===== src/rtl/dec_scan_pkg.sv =====
// Shared types and helpers for the decoder scan sequencer.
// The channel-skip feature is enabled by defining DEC_SCAN_SKIP_EN.
package dec_scan_pkg;

  localparam int N_CH  = 4;
  localparam int SEL_W = 2;

  typedef enum logic [1:0] {
    IDLE,
    DWELL,
    BLANK
  } state_t;

  typedef struct packed {
    logic [SEL_W-1:0] ch;    // next channel to visit
    logic             wrap;  // no unmasked channel above cur: next visit starts a new frame
  } next_ch_t;

  // Next unmasked channel after cur. When nothing above cur is unmasked,
  // the result is the lowest unmasked channel and wrap is set.
  function automatic next_ch_t next_ch(input logic [SEL_W-1:0] cur,
                                       input logic [N_CH-1:0]  mask);
    next_ch_t r;
    r.ch   = '0;
    r.wrap = 1'b1;
    for (int i = N_CH - 1; i >= 0; i--) begin
      if (i > int'(cur) && !mask[i]) begin
        r.ch   = SEL_W'(i);
        r.wrap = 1'b0;
      end
    end
    if (r.wrap) begin
      for (int i = N_CH - 1; i >= 0; i--) begin
        if (!mask[i]) r.ch = SEL_W'(i);
      end
    end
    return r;
  endfunction

endpackage


===== src/rtl/decoder_scan_sequencer_if.sv =====
// Control/status bundle of the decoder scan sequencer.
// skip_mask exists only when DEC_SCAN_SKIP_EN is defined.
interface decoder_scan_sequencer_if #(
  parameter int DWELL_W = 8
);
  logic               start;
  logic               stop;
  logic [DWELL_W-1:0] dwell;
`ifdef DEC_SCAN_SKIP_EN
  logic [3:0]         skip_mask;
`endif
  logic [1:0]         sel;
  logic               sel_en;
  logic               busy;
  logic               frame_done;

`ifdef DEC_SCAN_SKIP_EN
  modport master (output start, stop, dwell, skip_mask,
                  input  sel, sel_en, busy, frame_done);
  modport slave  (input  start, stop, dwell, skip_mask,
                  output sel, sel_en, busy, frame_done);
`else
  modport master (output start, stop, dwell,
                  input  sel, sel_en, busy, frame_done);
  modport slave  (input  start, stop, dwell,
                  output sel, sel_en, busy, frame_done);
`endif
endinterface


===== src/rtl/dec_scan_timer.sv =====
// Loadable down-counter shared by the dwell and blank phases.
// Counts down to zero and holds there until the next load.
module dec_scan_timer #(
  parameter int W = 8
) (
  input  logic         clk,
  input  logic         rst_n,
  input  logic         load,
  input  logic [W-1:0] load_val,
  output logic         zero
);

  logic [W-1:0] cnt;

  // Load has priority; otherwise decrement until zero is reached.
  // NOTE: sequential state uses non-blocking assignments so every flop samples pre-edge values.
  always_ff @(posedge clk or negedge rst_n) begin
    if (!rst_n)          cnt <= '0;
    else if (load)       cnt <= load_val;
    else if (cnt != '0)  cnt <= cnt - W'(1);
  end

  assign zero = (cnt == '0);

endmodule


===== src/rtl/decoder_scan_sequencer.sv =====
// Timed channel scanner for a 2x4 enable decoder: visits channels in order,
// holds each for a programmable dwell, blanks BLANK_CYC cycles between them,
// and pulses frame_done at the end of every frame.
// Define DEC_SCAN_SKIP_EN to add a per-frame channel skip mask.
module decoder_scan_sequencer
  import dec_scan_pkg::*;
#(
  parameter int DWELL_W   = 8,
  parameter int BLANK_CYC = 2
) (
  input logic                        clk,
  input logic                        rst_n,
  decoder_scan_sequencer_if.slave    bus
);

  localparam logic [DWELL_W-1:0] BLANK_LOAD =
    (BLANK_CYC > 0) ? DWELL_W'(BLANK_CYC - 1) : '0;

  state_t             state_q, state_nxt;
  logic [SEL_W-1:0]   sel_q, sel_nxt;
  logic [N_CH-1:0]    mask_q, mask_nxt;
  logic               stop_pend_q, stop_pend_nxt;
  logic               fd_nxt;
  logic               sel_en_q, busy_q, fd_q;

  logic               t_load, t_zero;
  logic [DWELL_W-1:0] t_val, dwell_load;
  logic [N_CH-1:0]    live_mask;
  logic               live_empty;
  logic               leave;
  next_ch_t           nc, first;

`ifdef DEC_SCAN_SKIP_EN
  assign live_mask = bus.skip_mask;
`else
  assign live_mask = '0;
`endif

  assign live_empty = &live_mask;
  assign dwell_load = (bus.dwell == '0) ? '0 : bus.dwell - DWELL_W'(1);
  assign nc         = next_ch(sel_q, mask_q);
  assign first      = next_ch(SEL_W'(N_CH - 1), live_mask);

  dec_scan_timer #(.W(DWELL_W)) u_timer (
    .clk      (clk),
    .rst_n    (rst_n),
    .load     (t_load),
    .load_val (t_val),
    .zero     (t_zero)
  );

  // Next-state, channel advance and frame bookkeeping.
  // NOTE: every signal written here gets a default first so no latch is inferred.
  always_comb begin
    state_nxt     = state_q;
    sel_nxt       = sel_q;
    mask_nxt      = mask_q;
    stop_pend_nxt = stop_pend_q | ((state_q != IDLE) & bus.stop);
    fd_nxt        = 1'b0;
    t_load        = 1'b0;
    t_val         = dwell_load;
    leave         = 1'b0;

    case (state_q)
      IDLE: begin
        if (bus.start && !bus.stop && !live_empty) begin
          state_nxt     = DWELL;
          sel_nxt       = first.ch;
          mask_nxt      = live_mask;
          t_load        = 1'b1;
          stop_pend_nxt = 1'b0;
        end
      end
      DWELL: begin
        if (t_zero) begin
          fd_nxt = nc.wrap;
          if (nc.wrap && stop_pend_q) begin
            state_nxt     = IDLE;
            stop_pend_nxt = 1'b0;
          end else if (BLANK_CYC > 0) begin
            state_nxt = BLANK;
            t_load    = 1'b1;
            t_val     = BLANK_LOAD;
          end else begin
            leave = 1'b1;
          end
        end
      end
      BLANK: begin
        if (t_zero) leave = 1'b1;
      end
      default: state_nxt = IDLE;
    endcase

    // Enter the next channel; a wrap starts a new frame with a fresh mask.
    if (leave) begin
      if (!nc.wrap) begin
        state_nxt = DWELL;
        sel_nxt   = nc.ch;
        t_load    = 1'b1;
      end else if (live_empty) begin
        state_nxt     = IDLE;
        stop_pend_nxt = 1'b0;
      end else begin
        state_nxt = DWELL;
        sel_nxt   = first.ch;
        mask_nxt  = live_mask;
        t_load    = 1'b1;
      end
    end
  end

  // State, channel and registered outputs.
  always_ff @(posedge clk or negedge rst_n) begin
    if (!rst_n) begin
      state_q     <= IDLE;
      sel_q       <= '0;
      mask_q      <= '0;
      stop_pend_q <= 1'b0;
      sel_en_q    <= 1'b0;
      busy_q      <= 1'b0;
      fd_q        <= 1'b0;
    end else begin
      state_q     <= state_nxt;
      sel_q       <= sel_nxt;
      mask_q      <= mask_nxt;
      stop_pend_q <= stop_pend_nxt;
      sel_en_q    <= (state_nxt == DWELL);
      busy_q      <= (state_nxt != IDLE);
      fd_q        <= fd_nxt;
    end
  end

  assign bus.sel        = sel_q;
  assign bus.sel_en     = sel_en_q;
  assign bus.busy       = busy_q;
  assign bus.frame_done = fd_q;

endmodule

===== src/flat_wrapper.sv =====
// flat-port wrapper written by rule: the top's interface ports become plain ports
module decoder_scan_sequencer_flat import dec_scan_pkg::*;
#(
  parameter int DWELL_W   = 8,
  parameter int BLANK_CYC = 2
)
  (clk, rst_n, bus_start, bus_stop, bus_dwell, bus_sel, bus_sel_en, bus_busy, bus_frame_done);
  decoder_scan_sequencer_if #(.DWELL_W(DWELL_W)) bus_i ();
  input logic clk;
  input logic rst_n;
  input wire logic [$bits(bus_i.start)-1:0] bus_start;
  input wire logic [$bits(bus_i.stop)-1:0] bus_stop;
  input wire logic [$bits(bus_i.dwell)-1:0] bus_dwell;
  output wire logic [$bits(bus_i.sel)-1:0] bus_sel;
  output wire logic [$bits(bus_i.sel_en)-1:0] bus_sel_en;
  output wire logic [$bits(bus_i.busy)-1:0] bus_busy;
  output wire logic [$bits(bus_i.frame_done)-1:0] bus_frame_done;
  assign bus_i.start = bus_start;
  assign bus_i.stop = bus_stop;
  assign bus_i.dwell = bus_dwell;
  assign bus_sel = bus_i.sel;
  assign bus_sel_en = bus_i.sel_en;
  assign bus_busy = bus_i.busy;
  assign bus_frame_done = bus_i.frame_done;
  decoder_scan_sequencer #(.DWELL_W(DWELL_W), .BLANK_CYC(BLANK_CYC)) u_core (.clk(clk), .rst_n(rst_n), .bus(bus_i));
endmodule

===== config.mk =====
export PLATFORM = sky130hd
export DESIGN_NAME = decoder_scan_sequencer_flat
export DESIGN_NICKNAME = d
export VERILOG_FILES = /design/src/rtl/dec_scan_pkg.sv /design/src/rtl/decoder_scan_sequencer_if.sv /design/src/rtl/dec_scan_timer.sv /design/src/rtl/decoder_scan_sequencer.sv /design/src/flat_wrapper.sv
export SDC_FILE = /design/constraint.sdc
export NUM_CORES = 1
export LEC_CHECK = 0
export BUFFER_PORTS_ARGS = -buffer_cell sky130_fd_sc_hd__buf_2
export CAP_MARGIN = 20
export CORE_ASPECT_RATIO = 1.1
export CORE_UTILIZATION = 30
export DETAILED_ROUTE_END_ITERATION = 10
export SYNTH_ARGS = -nofsm -noshare
export SYNTH_HDL_FRONTEND = slang
export SYNTH_SLANG_ARGS = --single-unit
export TNS_END_PERCENT = 1

===== constraint.sdc =====
create_clock -name clk -period 3.2 [get_ports clk]
set_input_delay 0.64 -clock clk [delete_from_list [all_inputs] [get_ports clk]]
set_output_delay 0.64 -clock clk [all_outputs]
set_load 0.01 [all_outputs]

==> reports/qor.yml <==
status: "finished clean"
min_path_type: "in2async"
setup_tns_ps: 0
netlist-cell-type-count: 38
maxSlewViolCount: 0
htree_levels: 1
arrival_ps: 2300
post-route-min-period_ps: 2100
postCtsSetupRepairBufs: 0
first_pass_iters: 4
power.leakage_uw: 0.000552
yosysSeqAreaShare: 0.406
synth-warning-count: 0
worstSkewPairLatency_ps: 260
pin_count: 17
fmax_mhz: 475
clock_power_share: 0.178
die_x_um: 61.6
tightest_slew_ps: 782
path_clk_slew_ps: 80
drc: 0
combPwrFrac: 0.384
setup_viol: 0
syn-num-nets: 140
final_core_util: 0.368
crit_type: "reg2reg"
synth-edff-count: 0
final_hold_viol_count: 0
cap_violations: 0
cts_tree: "done"
grt_max_degree: 20
synthDominantCellAreaShare: 0.406
coreArea_um2: 3680
period_share: 0.658
holdBufCountCts: 0
rows: 23
netlist_area_um2: 1170
n_antenna_cell: 0
port-buffer-count: 16
finClkSkew_ps: 6.61
placed_area_um2: 1310
clock-sinks: 19
die_h_um: 67.6
power.share.sequential: 0.438
ctsResizeCount: 0
grt_overflow: 0
synth_seq_cells: 19
dieArea_um2: 4160
wl_mm: 2.36
cts_inserted_buffers: 3
critPathLaunchType: "register"
design_area_um2: 1350
avgSynthCellArea_um2: 9.38
wl_per_cell_um: 12.2
syn_inst: 125
drt-initial-drc-count: 45
crit_fanout: 18
viasPerCell: 5.05
required_ps: 3390
switchingPower_uw: 376
synth.most_common_cell: "dfrtp_1"
grt_setup_unrepaired: "false"
nNetsFinal: 159
p_sw_frac: 0.387
synth_common_cells: "dfrtp_1, inv_1, nor2_1"
drive_above_1_share: 0.182
yosysTopAreaCell: "dfrtp_1"
power_density_nw_per_um2: 716
num_vias: 975
dpl.hpwl_mm: 1.81
ir_worst_vdd_mv: 0.236
initial_core_util: 0.318
grt_util_all_layers: 0.128
area_growth_pct: 15.5
antenna_left: 0
worstSetupEndpointType: "register"
p_int_uw: 594
synthArstFlopShare: 1.00
first_global_vias: 923
place_congestion: 0.845
hold_slack_ps: 301
synth_ff_type: "dfrtp_1"
antenna_found_initial: 0
cts_root_buf: "clkbuf_8"
clk_path_buf_depth: 2
ys_top_cells_by_area: "dfrtp_1, xnor2_1, inv_1, and2_1, ha_1"
relSlewSlack: 0.477
grt_pass1_wl_mm: 3.93
state kept, by name, summed over array words and instances, names as in the netlist:
signal,cells
u_core.bus.busy,1
u_core.state_q,2
u_core.bus.sel_en,1
u_core.u_timer.cnt,8
u_core.bus.frame_done,1
u_core.stop_pend_q,1
u_core.mask_q,3
u_core.bus.sel,2
stage by stage:
stage                     worst slack [ps]  total power, uW  cells
final                                 1100              970    193
after global routing                   908             1050    193
after CTS                             1090              976    193
after detailed placement              1070              801    189
after global placement                1080              791    189
after floorplan                       1390              695    125
placed cells by master, fill, tap and decap left out, drive strengths merged:
cell,count
dfrtp,19
buf,16
inv,11
o21ai,10
nor2,8
a21oi,7
and2,6
xnor2,6
nand2,5
or3,5
nand3,4
o31ai,4
a31oi,4
nor4b,4
ha,3
clkbuf,3
a21boi,3
nor3,2
nand2b,2
nor3b,2
o211ai,2
o21a,2
o22ai,2
nor4,2
a211o,1
nor2b,1
o2111ai,1
xor2,1
or4,1
a311oi,1
a211oi,1
or4b,1
a2111oi,1
a221oi,1
clkinvlp,1
path summary, 6_finish.rpt:
path | depth (start not counted) | startpoint | slack (ps) | end
worst max-delay path | 6 | u_core.u_timer.cnt[0]$_DFFE_PN0P_ | 1100 | u_core.u_timer.cnt[3]$_DFFE_PN0P_
worst min-delay path | 1 | rst_n | 300 | u_core.state_q[0]$_DFF_PN0_
worst max register to register | 6 | u_core.u_timer.cnt[0]$_DFFE_PN0P_ | 1100 | u_core.u_timer.cnt[3]$_DFFE_PN0P_
worst min register to register | 1 | u_core.stop_pend_q$_DFF_PN0_ | 500 | u_core.stop_pend_q$_DFF_PN0_
max in group asynchronous | 1 | rst_n | 2600 | u_core.mask_q[1]$_DFF_PN0_
min in group clk | 1 | u_core.stop_pend_q$_DFF_PN0_ | 500 | u_core.stop_pend_q$_DFF_PN0_
routing by layer:
layer | track usage | vias to the layer above | wire (um)
li1 | - | 495 | -
met1 | 0.158 | 448 | 1120
met2 | 0.207 | 26 | 1090
met3 | 0.0345 | 6 | 102
met4 | 0.0500 | 0 | 44
met5 | 0 | - | 0
cell type report:
type	instances	area, um2
fillers	407	2330
inverters	11	41.3
multi-input cells	93	646
flip-flops and latches	19	475
clock inverters	1	7.51
repair buffers	16	80.1
clock buffers	3	41.3
well taps	50	62.6
power groups by stage:
stage	Clock, uW	Combinational, uW	Sequential (uW)
final	172	372	425
after global routing	190	419	439
after CTS	178	374	425
after detailed placement	0	372	429
after global placement	0	367	424
after floorplan	0	272	423
worst max-delay path: stages (launching register included):
cell and delay [ps]:
dfrtp_1 400, inv_1 100, ha_1 230, nor4b_4 330, a31oi_2 380, or3_1 470
a21oi_1 140
cells by family (layout without fill, tap and decap cells):
| kind of cell | Yosys count | after routing | share of synthesized area |
|---|---|---|---|
| buffers and inverters | 13 | 31 | 0.0438 |
| and+or+nand+nor | 43 | 43 | 0.232 |
| DFF | 19 | 19 | 0.406 |
| AOI/OAI and AO/OA | 40 | 40 | 0.235 |
| adders and majority gates | 3 | 3 | 0.0320 |
| xor gates and xnor gates | 7 | 7 | 0.0523 |
Power figures use the tool's default switching activity.
